### config.mk
export PLATFORM = sky130hd
export DESIGN_NAME = dlx_decode_pipe
export DESIGN_NICKNAME = d
export VERILOG_FILES = /design/src/rtl/dlx_decode_pipe.sv
export SDC_FILE = /design/constraint.sdc
export NUM_CORES = 1
export LEC_CHECK = 0
export CAP_MARGIN = 20
export CORE_ASPECT_RATIO = 2
export CORE_MARGIN = 2
export CORE_UTILIZATION = 48
export CTS_BUF_LIST = sky130_fd_sc_hd__clkbuf_8
export DETAILED_ROUTE_END_ITERATION = 10
export PLACE_DENSITY = 0.7
export SLEW_MARGIN = 15
export SYNTH_ARGS = -nofsm -noshare
export SYNTH_HDL_FRONTEND = slang
export SYNTH_SLANG_ARGS = --single-unit
### constraint.sdc
create_clock -name clk -period 3.91 [get_ports clk]
set_input_delay 0.782 -clock clk [delete_from_list [all_inputs] [get_ports clk]]
set_output_delay 0.782 -clock clk [all_outputs]
set_load 0.01 [all_outputs]
### src/rtl/dlx_decode_pipe.sv
// DLX integer instruction decoder feeding a DEPTH-entry valid/ready output FIFO.
// Optional macro DLX_DECODE_ILLEGAL_COUNT_EN: mark illegal words as class 7 and count them.
module dlx_decode_pipe #(
  parameter int DEPTH = 2,
  parameter int CNT_W = 8
) (
  input  logic             clk,
  input  logic             reset,
  input  logic             flush,
  input  logic             in_valid,
  output logic             in_ready,
  input  logic [31:0]      in_ins,
  output logic             out_valid,
  input  logic             out_ready,
  output logic [4:0]       out_alu,
  output logic [2:0]       out_class,
  output logic [4:0]       out_rs1,
  output logic [4:0]       out_rs2,
  output logic [4:0]       out_rd,
  output logic [31:0]      out_imm,
  output logic [CNT_W-1:0] ill_count
);

  localparam int PTR_W = $clog2(DEPTH);
  localparam int OCC_W = PTR_W + 1;

  localparam logic [2:0] CLS_ALU    = 3'd0;
  localparam logic [2:0] CLS_LOAD   = 3'd1;
  localparam logic [2:0] CLS_STORE  = 3'd2;
  localparam logic [2:0] CLS_BRANCH = 3'd3;
  localparam logic [2:0] CLS_JUMP   = 3'd4;
  localparam logic [2:0] CLS_TRAP   = 3'd5;
`ifdef DLX_DECODE_ILLEGAL_COUNT_EN
  localparam logic [2:0] CLS_ILL    = 3'd7;
`else
  localparam logic [2:0] CLS_ILL    = CLS_ALU;
`endif

  typedef struct packed {
    logic [4:0]  alu;
    logic [2:0]  cls;
    logic [4:0]  rs1;
    logic [4:0]  rs2;
    logic [4:0]  rd;
    logic [31:0] imm;
  } entry_t;

  logic [5:0]  w_op;
  logic [5:0]  w_func;
  logic [4:0]  w_f_rs;
  logic [4:0]  w_f_rt;
  logic [4:0]  w_f_rd;
  logic [31:0] w_sext16;
  logic [31:0] w_zext16;
  logic [31:0] w_sext26;
  logic        w_unused;

  assign w_op     = in_ins[31:26];
  assign w_func   = in_ins[5:0];
  assign w_f_rs   = in_ins[25:21];
  assign w_f_rt   = in_ins[20:16];
  assign w_f_rd   = in_ins[15:11];
  assign w_sext16 = {{16{in_ins[15]}}, in_ins[15:0]};
  assign w_zext16 = {16'h0000, in_ins[15:0]};
  assign w_sext26 = {{6{in_ins[25]}}, in_ins[25:0]};
  assign w_unused = ^in_ins[10:6];

  entry_t w_raw;
  entry_t w_dec;
  logic   w_illegal;

  // Field decode; ALU codes for contiguous opcode/func ranges come from their low bits.
  always_comb begin
    w_raw     = '0;
    w_illegal = 1'b0;
    case (w_op)
      6'h00: begin
        w_raw.rs1 = w_f_rs;
        w_raw.rs2 = w_f_rt;
        w_raw.rd  = w_f_rd;
        case (w_func)
          6'h20, 6'h21, 6'h22, 6'h23, 6'h24, 6'h25, 6'h26:
            w_raw.alu = {2'b00, w_func[2:0]};
          6'h04: w_raw.alu = 5'd7;
          6'h06: w_raw.alu = 5'd8;
          6'h07: w_raw.alu = 5'd9;
          6'h28, 6'h29, 6'h2A, 6'h2B, 6'h2C, 6'h2D:
            w_raw.alu = 5'd10 + {2'b00, w_func[2:0]};
          default: w_illegal = 1'b1;
        endcase
      end
      6'h08, 6'h09, 6'h0A, 6'h0B, 6'h0C, 6'h0D, 6'h0E: begin
        w_raw.alu = {2'b00, w_op[2:0]};
        w_raw.rs1 = w_f_rs;
        w_raw.rd  = w_f_rt;
        if ((w_op == 6'h08) || (w_op == 6'h0A)) begin
          w_raw.imm = w_sext16;
        end else begin
          w_raw.imm = w_zext16;
        end
      end
      6'h0F: begin
        w_raw.alu = 5'd16;
        w_raw.rs1 = w_f_rs;
        w_raw.rd  = w_f_rt;
        w_raw.imm = {in_ins[15:0], 16'h0000};
      end
      6'h14, 6'h16, 6'h17: begin
        w_raw.alu = (w_op == 6'h14) ? 5'd7 : ((w_op == 6'h16) ? 5'd8 : 5'd9);
        w_raw.rs1 = w_f_rs;
        w_raw.rd  = w_f_rt;
        w_raw.imm = w_sext16;
      end
      6'h18, 6'h19, 6'h1A, 6'h1B, 6'h1C, 6'h1D: begin
        w_raw.alu = 5'd10 + {2'b00, w_op[2:0]};
        w_raw.rs1 = w_f_rs;
        w_raw.rd  = w_f_rt;
        w_raw.imm = w_sext16;
      end
      6'h20, 6'h21, 6'h23, 6'h24, 6'h25: begin
        w_raw.cls = CLS_LOAD;
        w_raw.rs1 = w_f_rs;
        w_raw.rd  = w_f_rt;
        w_raw.imm = w_sext16;
      end
      6'h28, 6'h29, 6'h2B: begin
        w_raw.cls = CLS_STORE;
        w_raw.rs1 = w_f_rs;
        w_raw.rs2 = w_f_rt;
        w_raw.imm = w_sext16;
      end
      6'h04, 6'h05: begin
        w_raw.cls = CLS_BRANCH;
        w_raw.rs1 = w_f_rs;
        w_raw.imm = w_sext16;
      end
      6'h02, 6'h03: begin
        w_raw.cls = CLS_JUMP;
        w_raw.rd  = w_op[0] ? 5'd31 : 5'd0;
        w_raw.imm = w_sext26;
      end
      6'h12, 6'h13: begin
        w_raw.cls = CLS_JUMP;
        w_raw.rs1 = w_f_rs;
        w_raw.rd  = w_op[0] ? 5'd31 : 5'd0;
        w_raw.imm = w_sext16;
      end
      6'h10, 6'h11: begin
        w_raw.cls = CLS_TRAP;
        w_raw.rs1 = w_f_rs;
        w_raw.rd  = w_f_rt;
        w_raw.imm = w_sext16;
      end
      default: w_illegal = 1'b1;
    endcase
  end

  // Illegal words collapse to an all-zero entry carrying only the illegal class.
  always_comb begin
    if (w_illegal) begin
      w_dec     = '0;
      w_dec.cls = CLS_ILL;
    end else begin
      w_dec = w_raw;
    end
  end

  entry_t             r_mem [DEPTH];
  entry_t             r_head;
  entry_t             w_head_nxt;
  logic [PTR_W-1:0]   r_rd_ptr;
  logic [PTR_W-1:0]   r_wr_ptr;
  logic [PTR_W-1:0]   w_rd_ptr_nxt;
  logic [OCC_W-1:0]   r_count;
  logic [OCC_W-1:0]   w_cnt_nxt;
  logic [OCC_W-1:0]   w_left;
  logic               r_out_valid;
  logic               r_in_ready;
  logic               w_push;
  logic               w_pop;

  assign w_push       = in_valid & r_in_ready & ~flush;
  assign w_pop        = r_out_valid & out_ready & ~flush;
  assign w_rd_ptr_nxt = r_rd_ptr + PTR_W'(w_pop);
  assign w_left       = r_count - OCC_W'(w_pop);

  // Next occupancy.
  always_comb begin
    w_cnt_nxt = r_count;
    if (flush) begin
      w_cnt_nxt = '0;
    end else begin
      case ({w_push, w_pop})
        2'b10:   w_cnt_nxt = r_count + OCC_W'(1);
        2'b01:   w_cnt_nxt = r_count - OCC_W'(1);
        default: w_cnt_nxt = r_count;
      endcase
    end
  end

  // Next head: a fresh decode bypasses storage only when it lands in an otherwise empty FIFO.
  always_comb begin
    w_head_nxt = r_head;
    if (flush) begin
      w_head_nxt = r_head;
    end else if (w_left == '0) begin
      if (w_push) begin
        w_head_nxt = w_dec;
      end else begin
        w_head_nxt = r_head;
      end
    end else begin
      w_head_nxt = r_mem[w_rd_ptr_nxt];
    end
  end

  // FIFO storage.
  always_ff @(posedge clk) begin
    if (w_push) begin
      r_mem[r_wr_ptr] <= w_dec;
    end
  end

  // FIFO control, flags and the head register.
  always_ff @(posedge clk) begin
    if (reset) begin
      r_rd_ptr    <= '0;
      r_wr_ptr    <= '0;
      r_count     <= '0;
      r_out_valid <= 1'b0;
      r_in_ready  <= 1'b1;
      r_head      <= '0;
    end else begin
      if (flush) begin
        r_rd_ptr <= '0;
        r_wr_ptr <= '0;
      end else begin
        r_rd_ptr <= w_rd_ptr_nxt;
        r_wr_ptr <= r_wr_ptr + PTR_W'(w_push);
      end
      r_count     <= w_cnt_nxt;
      r_out_valid <= (w_cnt_nxt != '0);
      r_in_ready  <= (w_cnt_nxt != OCC_W'(DEPTH));
      r_head      <= w_head_nxt;
    end
  end

  assign in_ready  = r_in_ready;
  assign out_valid = r_out_valid;
  assign out_alu   = r_head.alu;
  assign out_class = r_head.cls;
  assign out_rs1   = r_head.rs1;
  assign out_rs2   = r_head.rs2;
  assign out_rd    = r_head.rd;
  assign out_imm   = r_head.imm;

`ifdef DLX_DECODE_ILLEGAL_COUNT_EN
  logic [CNT_W-1:0] r_ill_cnt;

  // Saturating count of pushed illegal entries.
  always_ff @(posedge clk) begin
    if (reset) begin
      r_ill_cnt <= '0;
    end else if (w_push && w_illegal && (r_ill_cnt != {CNT_W{1'b1}})) begin
      r_ill_cnt <= r_ill_cnt + CNT_W'(1);
    end
  end

  assign ill_count = r_ill_cnt;
`else
  assign ill_count = '0;
`endif

endmodule

# Word-level counts from Yosys, hierarchy flattened
# Memory sizes are Yosys's and may differ from the RTL's.
# Index checks and enable logic that the tools add are counted.
# totals
register_bits	61
ramBits	110
inputBits	37
word_cells	120
mem_count	1
# mem_list
memory	words	width	rd	rd_clocked_by_memory_dff	write_ports	line_no	text
r_mem	2	55	1	0	1	168	entry_t r_mem [DEPTH];
# classes
n_addsub	7
n_eq_ne	53
n_mux	20
bitwise_logic	5
n_reduce_logical	23
# op_table
operator	count
two-way mux 55 bit	3
one-hot mux 32 bit (4 select lines)	1
== test 6 bit (second input constant)	21
== test 6 x 5 -> 1 bit (second input constant)	13
one-hot mux 5 bit (5 select lines)	2
== test 6 x 4 -> 1 bit (second input constant)	8
OR reduction 33 bit	1
two-way mux 32 bit	1
OR reduction 32 bit	1
== test 6 x 3 -> 1 bit (second input constant)	5
OR reduction 24 bit	1
OR reduction 23 bit	1
OR reduction 16 bit	1
two-way mux 5 bit	3
one-hot mux 3 bit (5 select lines)	1
one-hot mux 5 bit (3 select lines)	1
OR reduction 7 bit	2
== test 6 x 2 -> 1 bit (second input constant)	2
OR reduction 6 bit	2
adder 4 x 3 -> 5 bit (first input constant)	2
OR reduction 2 bit	4
OR reduction 4 bit	2
logical NOT 6 bit	1
OR reduction 3 bit	2
other kinds (19)	27

# Logic depth before layout (Yosys ltp)
# Gate-level depths: netlist (run 1).
# logic_depth
depth_word	7
mapped_depth	9

# Worst setup path after synthesis (run 1)
# No wires, ideal clock.
# synth_timing
path_type	input-to-reg
startpoint	input flush
endpoint	memory r_mem[1][0] (netlist name), enable pin
setup_ps	419
arrival_time_ps	2657
setup_slack_ps	834
path_stages	4
path_buffers	1
cell_sequence	buf_4 or2_2 inv_1 ha_1
# synth_via
elab_chain_len	4
# synth_lines
item	line_no	text
start: declaration	9	input logic flush,
inverter 1 bit (no line)	n/a	
bitwise AND 1 bit	182	assign w_push = in_valid & r_in_ready & ~flush;
two-way mux 1 bit	219	if (w_push) begin
two-way mux 1 bit (implied by the code)	220	r_mem[r_wr_ptr] <= w_dec;
end: declaration	168	
# No other way between the ends.

==> impl_metrics.py, run 1 <==
metrics = {
    "route": {
        "wl_per_cell_um": 21.8,
        "drt-initial-drc-count": 568,
        "drt_first_pass_iters": 5,
        "via_per_inst": 6.08,
        "ant_nets": 0,
        "drt-total-wl_um": 23300,
        "drc": 0,
        "num_vias": 6496,
    },
    "grt": {
        "grt_overflow": 0,
        "grt_pass1_wl_um": 36200,
        "antenna_found_initial": 0,
        "grt_usage_pct": 27.1,
        "grt_max_degree": 56,
        "grt_pass1_vias": 6683,
    },
    "yosys": {
        "ys_warn_count": 0,
        "synth_ff_type": "edfxtp_1",
        "synth_largest_area_cell": "edfxtp_1",
        "yosys.area.top_type_share_pct": 41.3,
        "yosys-top-cells-area": "edfxtp_1 41%, dfxtp_1 15%, nand2_1 6.1%",
        "synth_edf_count": 110,
        "ys_ff_latch": 171,
        "syn-cell-area_um2": 8000,
        "postSynthCellCount": 765,
        "synthArstFlopShare_pct": 0,
        "synth.distinct_cells": 81,
        "avgSynthCellArea_um2": 10.5,
        "seq_area_frac_synth_pct": 56.5,
    },
    "setup_path": {
        "reg2reg_to": "out_imm[25]",
        "r2r_cells": 5,
        "r2r_slack_ps": 1590,
        "critPathRequiredTime_ps": 4210,
        "path_buf_inv": 1,
        "crit_slowest_cell": "clkdlybuf4s50_1",
        "critPathKind": "input pin to flop",
        "crit_family": "simple AND/OR/NAND/NOR gates",
        "crit_path_cell_trace": "clkdlybuf4s50_1 > or4_4 > nor3_4 > o21ai_2 > and2_1 > nor2b_1",
        "cp_max_fo": 17,
        "endpoint_kind": "flop",
        "start_kind": "input pin",
        "cp_slowest_stage_delay_ps": 750,
        "r2r-start": "out_valid",
        "crit_arrival_ps": 3300,
    },
    "layout": {
        "final_area_um2": 9590,
        "area_delta_synth_final_pct": 19.8,
        "postLayoutCoreUtil_pct": 58.9,
        "insertedDiodeCount": 0,
        "nets": 893,
        "drive_above_1_share_pct": 11.9,
    },
    "hold_path": {
        "hold_class": "flop to flop",
        "holdPathEnd": "out_class[2]",
        "min_from": "out_class[2]",
        "hold_depth": 2,
    },
    "die": {
        "core-area_um2": 16300,
        "start_util_pct": 49.2,
        "die_area_um2": 17800,
        "chipHeight_um": 187,
        "rows": 66,
        "design.portCount": 102,
        "die_w_um": 95.3,
    },
    "pwr": {
        "p_leak_nw": 3.54,
        "power.density_nw_per_um2": 396,
        "ir_worst_vdd_v": 0.000274,
    },
    "placed_design": {
        "post_dp_cell_area_um2": 9220,
        "post-dp-hpwl_um": 16300,
        "place_congestion": 0.988,
        "io_buffers": 93,
    },
    "timing": {
        "setup_viol": 0,
        "final.setup.tns_ps": 0,
        "fmax_mhz": 333,
        "period_share_pct": 76.7,
        "maxSlewViolCount": 0,
        "rsz0062_at_grt": "false",
        "finalCriticalPeriod_ps": 3000,
        "timing.hold.ws_ps": 462,
        "max_slew.worst_pin.slew_ps": 681,
        "slew_headroom_pct": 54.4,
        "hold_violations": 0,
        "fin_skew_ps": 12.8,
    },
    "cts": {
        "holdBufCountCts": 0,
        "post-cts-setup-buffers": 0,
        "h-tree-depth": 4,
        "insertion_delay_ps": 470,
        "cts_buffers": 17,
        "clock_path_buffers": 2,
        "cts_root_buf": "clkbuf_8",
        "clkSinkCount": 171,
        "cts_resized": 0,
        "cts_tree": "done",
        "clkTransAtPathRegs_ps": 90,
    },
    "run_status": {
        "status": "finished, final reports clean",
    },
    "run": {
        "drv_cap": 0,
    },
}
worst register-to-register path, delay by kind of cell, from the launching register on:
family / cells / cell delay (ps)
simple gates: 3 / 1350
flops: 1 / 430
xor+xnor: 1 / 330
compound gates: 1 / 100
metrics by stage:
stage | setup slack (ps) | instances | power, W
finish | 910 | 1068 | 0.00380
global route | 822 | 1068 | 0.00393
CTS | 1020 | 1068 | 0.00381
detailed placement | 542 | 1036 | 0.00263
global placement | 601 | 1036 | 0.00262
floorplan | 834 | 772 | 0.00238
state kept, by name, summed over array words and instances (netlist names):
| register | cells |
|---|---|
| r_mem | 110 |
| out_imm | 32 |
| out_alu | 5 |
| out_rd | 5 |
| out_rs1 | 5 |
| out_rs2 | 5 |
| out_class | 3 |
| r_count | 2 |
| in_ready | 1 |
| out_valid | 1 |
| r_rd_ptr | 1 |
| r_wr_ptr | 1 |
power breakdown:
group / switching (W) / internal [W]
logic: 0.000336 / 0.000227
clock network: 0.000689 / 0.000514
registers: 0.0000335 / 0.00200
metal layers:
metal,vias up,share of wire [%],track usage [%]
met5,-,0,0
met1,3199,36,30.2
li1,2957,-,-
met3,73,4.5,3.96
met4,0,4.6,14.9
met2,267,54,47.9
cell usage in the layout, fill, tap and decap left out, types with 9 or more instances in the layout:
master / n
a21oi_1: 45
a221oi_1: 14
a22oi_1: 13
a31oi_1: 27
and2_1: 28
buf_4: 26
clkbuf_8: 17
clkdlybuf4s50_1: 93
dfxtp_1: 61
edfxtp_1: 110
inv_1: 12
mux2i_1: 9
nand2_1: 131
nand3_1: 12
nor2_1: 54
nor2b_1: 10
nor3_1: 11
o21ai_0: 46
kinds of logic (layout without fill, tap and decap cells):
group	Yosys count	in the layout	synth area share (%)
AO/OA/AOI/OAI	214	214	19.2
XOR/XNOR	6	6	0.844
adder cells (fa/ha/maj)	5	5	0.782
buffers and inverters	77	169	4.72
flip-flops	171	171	56.5
multiplexers	10	10	1.27
other	1	8	0.0469
AND/OR/NAND/NOR	281	281	16.6
cells in the mapped netlist (3+ instances only):
cell       instances
o21ai_0           46
and2_1            28
a31oi_1           27
inv_1             10
nor2_1            54
buf_1              4
nor3_1            11
nor4_1             5
clkbuf_1          25
a222oi_1           7
o211ai_1           8
inv_2              3
o22ai_1            3
buf_2             20
buf_4             11
nand3b_1           3
and3_1             5
a2bb2oi_1          3
ha_1               5
a22oi_1           13
a21oi_2            8
mux2i_1            9
a221oi_1          14
nand2_1          131
nand2b_1           6
a21oi_1           45
nor2b_1           10
edfxtp_1         110
buf_6              3
o41ai_2            4
dfxtp_1           61
nand3_1           12
o21ai_1            3
worst max path at each step:
stage / start / end / slack, ps / depth (start not counted)
finish: in_ins[30] / r_mem[0][37] / 910 / 6
global route: in_ins[30] / r_mem[0][37] / 820 / 6
CTS: in_ins[30] / r_mem[0][37] / 1020 / 6
detailed placement: in_ins[30] / r_mem[0][37] / 540 / 6
global placement: in_ins[31] / r_mem[0][32] / 600 / 7
floorplan: flush / r_mem[1][0] / 830 / 4
final cells by class:
| class | count | area (µm²) |
|---|---|---|
| Multi-Input combinational cell | 524 | 3180 |
| Clock inverter | 15 | 139 |
| Fill cell | 1413 | 6680 |
| Clock buffer | 17 | 234 |
| Tap cell | 204 | 255 |
| Timing Repair Buffer | 123 | 1210 |
| Sequential cell | 171 | 4520 |
| Inverter | 14 | 52.6 |
(Power assumes the default switching activity.)
==> run 2: changes to the inputs <==
==> constraint.sdc (replaced) <==
create_clock -name clk -period 3 [get_ports clk]
set_input_delay 0.6 -clock clk [delete_from_list [all_inputs] [get_ports clk]]
set_output_delay 0.6 -clock clk [all_outputs]
set_load 0.01 [all_outputs]
==> run 2 against run 1 <==
Against the previous run: first-iteration DRC count down 29%; setup slack got worse by 380 ps; hold slack got worse by 0.85 ps; clock skew grew 2.4 ps; combinational power increased by 35%; critical path type unchanged; highest routed layer unchanged.
==> impl_metrics.py, run 2 (synthesis results as in run 1) <==
metrics = {
    "setup_path": {
        "cp_max_fo": 20,
        "critPathRequiredTime_ps": 3300,
        "crit_arrival_ps": 2760,
        "start_kind": "input pin",
        "critPathKind": "input pin to flop",
        "r2r_slack_ps": 960,
        "endpoint_kind": "flop",
    },
    "run": {
        "drv_cap": 0,
    },
    "cts": {
        "clkTransAtPathRegs_ps": 90,
        "cts_resized": 0,
        "insertion_delay_ps": 470,
        "cts_tree": "done",
        "clkSinkCount": 171,
        "h-tree-depth": 4,
        "post-cts-setup-buffers": 0,
        "holdBufCountCts": 0,
        "cts_root_buf": "clkbuf_8",
        "clock_path_buffers": 2,
        "cts_buffers": 17,
    },
    "route": {
        "drc": 0,
        "wl_per_cell_um": 22.1,
        "drt-total-wl_um": 24000,
        "drt-initial-drc-count": 402,
        "via_per_inst": 5.94,
        "drt_first_pass_iters": 5,
        "ant_nets": 0,
        "num_vias": 6452,
    },
    "timing": {
        "max_slew.worst_pin.slew_ps": 609,
        "hold_violations": 0,
        "fin_skew_ps": 15.2,
        "slew_headroom_pct": 59.4,
        "rsz0062_at_grt": "false",
        "setup_slack_ps": 531,
        "period_share_pct": 82.3,
        "finalCriticalPeriod_ps": 2470,
        "final.setup.tns_ps": 0,
        "setup_viol": 0,
        "fmax_mhz": 405,
        "maxSlewViolCount": 0,
    },
    "layout": {
        "final_cell_mix": "131 x nand2_1, 110 x edfxtp_1, 93 x clkdlybuf4s50_1",
        "area_delta_synth_final_pct": 22.1,
        "insertedDiodeCount": 0,
        "num-fill-cells": 1406,
        "regArea_um2": 4520,
        "final_common_cell": "nand2_1",
        "postLayoutCoreUtil_pct": 60.1,
        "drive_above_1_share_pct": 13.7,
        "multi_input_area_um2": 3180,
        "largest_reg_flops": 110,
        "top_register": "r_mem",
        "nets": 911,
    },
    "die": {
        "rows": 66,
        "chipHeight_um": 187,
        "die_area_um2": 17800,
        "start_util_pct": 49.2,
        "die_w_um": 95.3,
        "core-area_um2": 16300,
        "design.portCount": 102,
    },
    "grt": {
        "grt_max_degree": 56,
        "grt_overflow": 0,
        "grt_pass1_wl_um": 37000,
        "antenna_found_initial": 0,
        "grt_pass1_vias": 6642,
        "grt_usage_pct": 27.9,
    },
    "pwr": {
        "ir_worst_vdd_v": 0.000416,
        "power.density_nw_per_um2": 507,
        "finalPower_w": 0.00496,
        "p_leak_nw": 3.66,
    },
    "placed_design": {
        "post-dp-hpwl_um": 17100,
        "place_congestion": 0.919,
        "io_buffers": 93,
        "place_ws_ps": 64.6,
    },
    "hold_path": {
        "hold_class": "flop to flop",
    },
    "run_status": {
        "status": "finished, final reports clean",
    },
}
run 2: final timing paths:
path         cells past startpoint         start           end
max                              7    in_ins[30]  r_mem[1][38]
min                              2  out_class[2]  out_class[2]
max reg2reg                      7    r_count[0]     out_rd[3]
min reg2reg                      2  out_class[2]  out_class[2]
run 2: critical path: stages:
cell and delay (ps):
clkdlybuf4s50_1 440, buf_12 170, or4_4 560, nor3_4 250, o21ai_2 230, and2_1 280
nor2b_1 220
run 2: routing by layer:
layer,vias up,GRT usage (%),part of all wire (%)
met5,-,0,0
met4,0,10.7,2.6
met3,38,4.48,3.8
met2,223,52.2,57
met1,3187,30.1,36
li1,3004,-,-
run 2: where the power goes:
group	total, W	internal, W	switching (W)
logic	0.000761	0.000319	0.000442
clock network	0.00155	0.000684	0.000866
registers	0.00265	0.00260	0.0000421
run 2: final cells by class:
class,count,area share (%)
repair buffers,141,14.2
multi-input cells,524,32.5
clock buffers,18,2.53
inverters,14,0.538
flip-flops and latches,171,46.3
clock inverters,14,1.27
well taps,204,2.61
run 2: per-stage QoR:
step                hold slack, ps  cell area (µm²)  cells
finish                         461             9770   1086
floorplan                      476             8030    772
detailed placement             456             9400   1054
global route                   496             9770   1086
CTS                            467             9770   1086
global placement               445             9400   1054
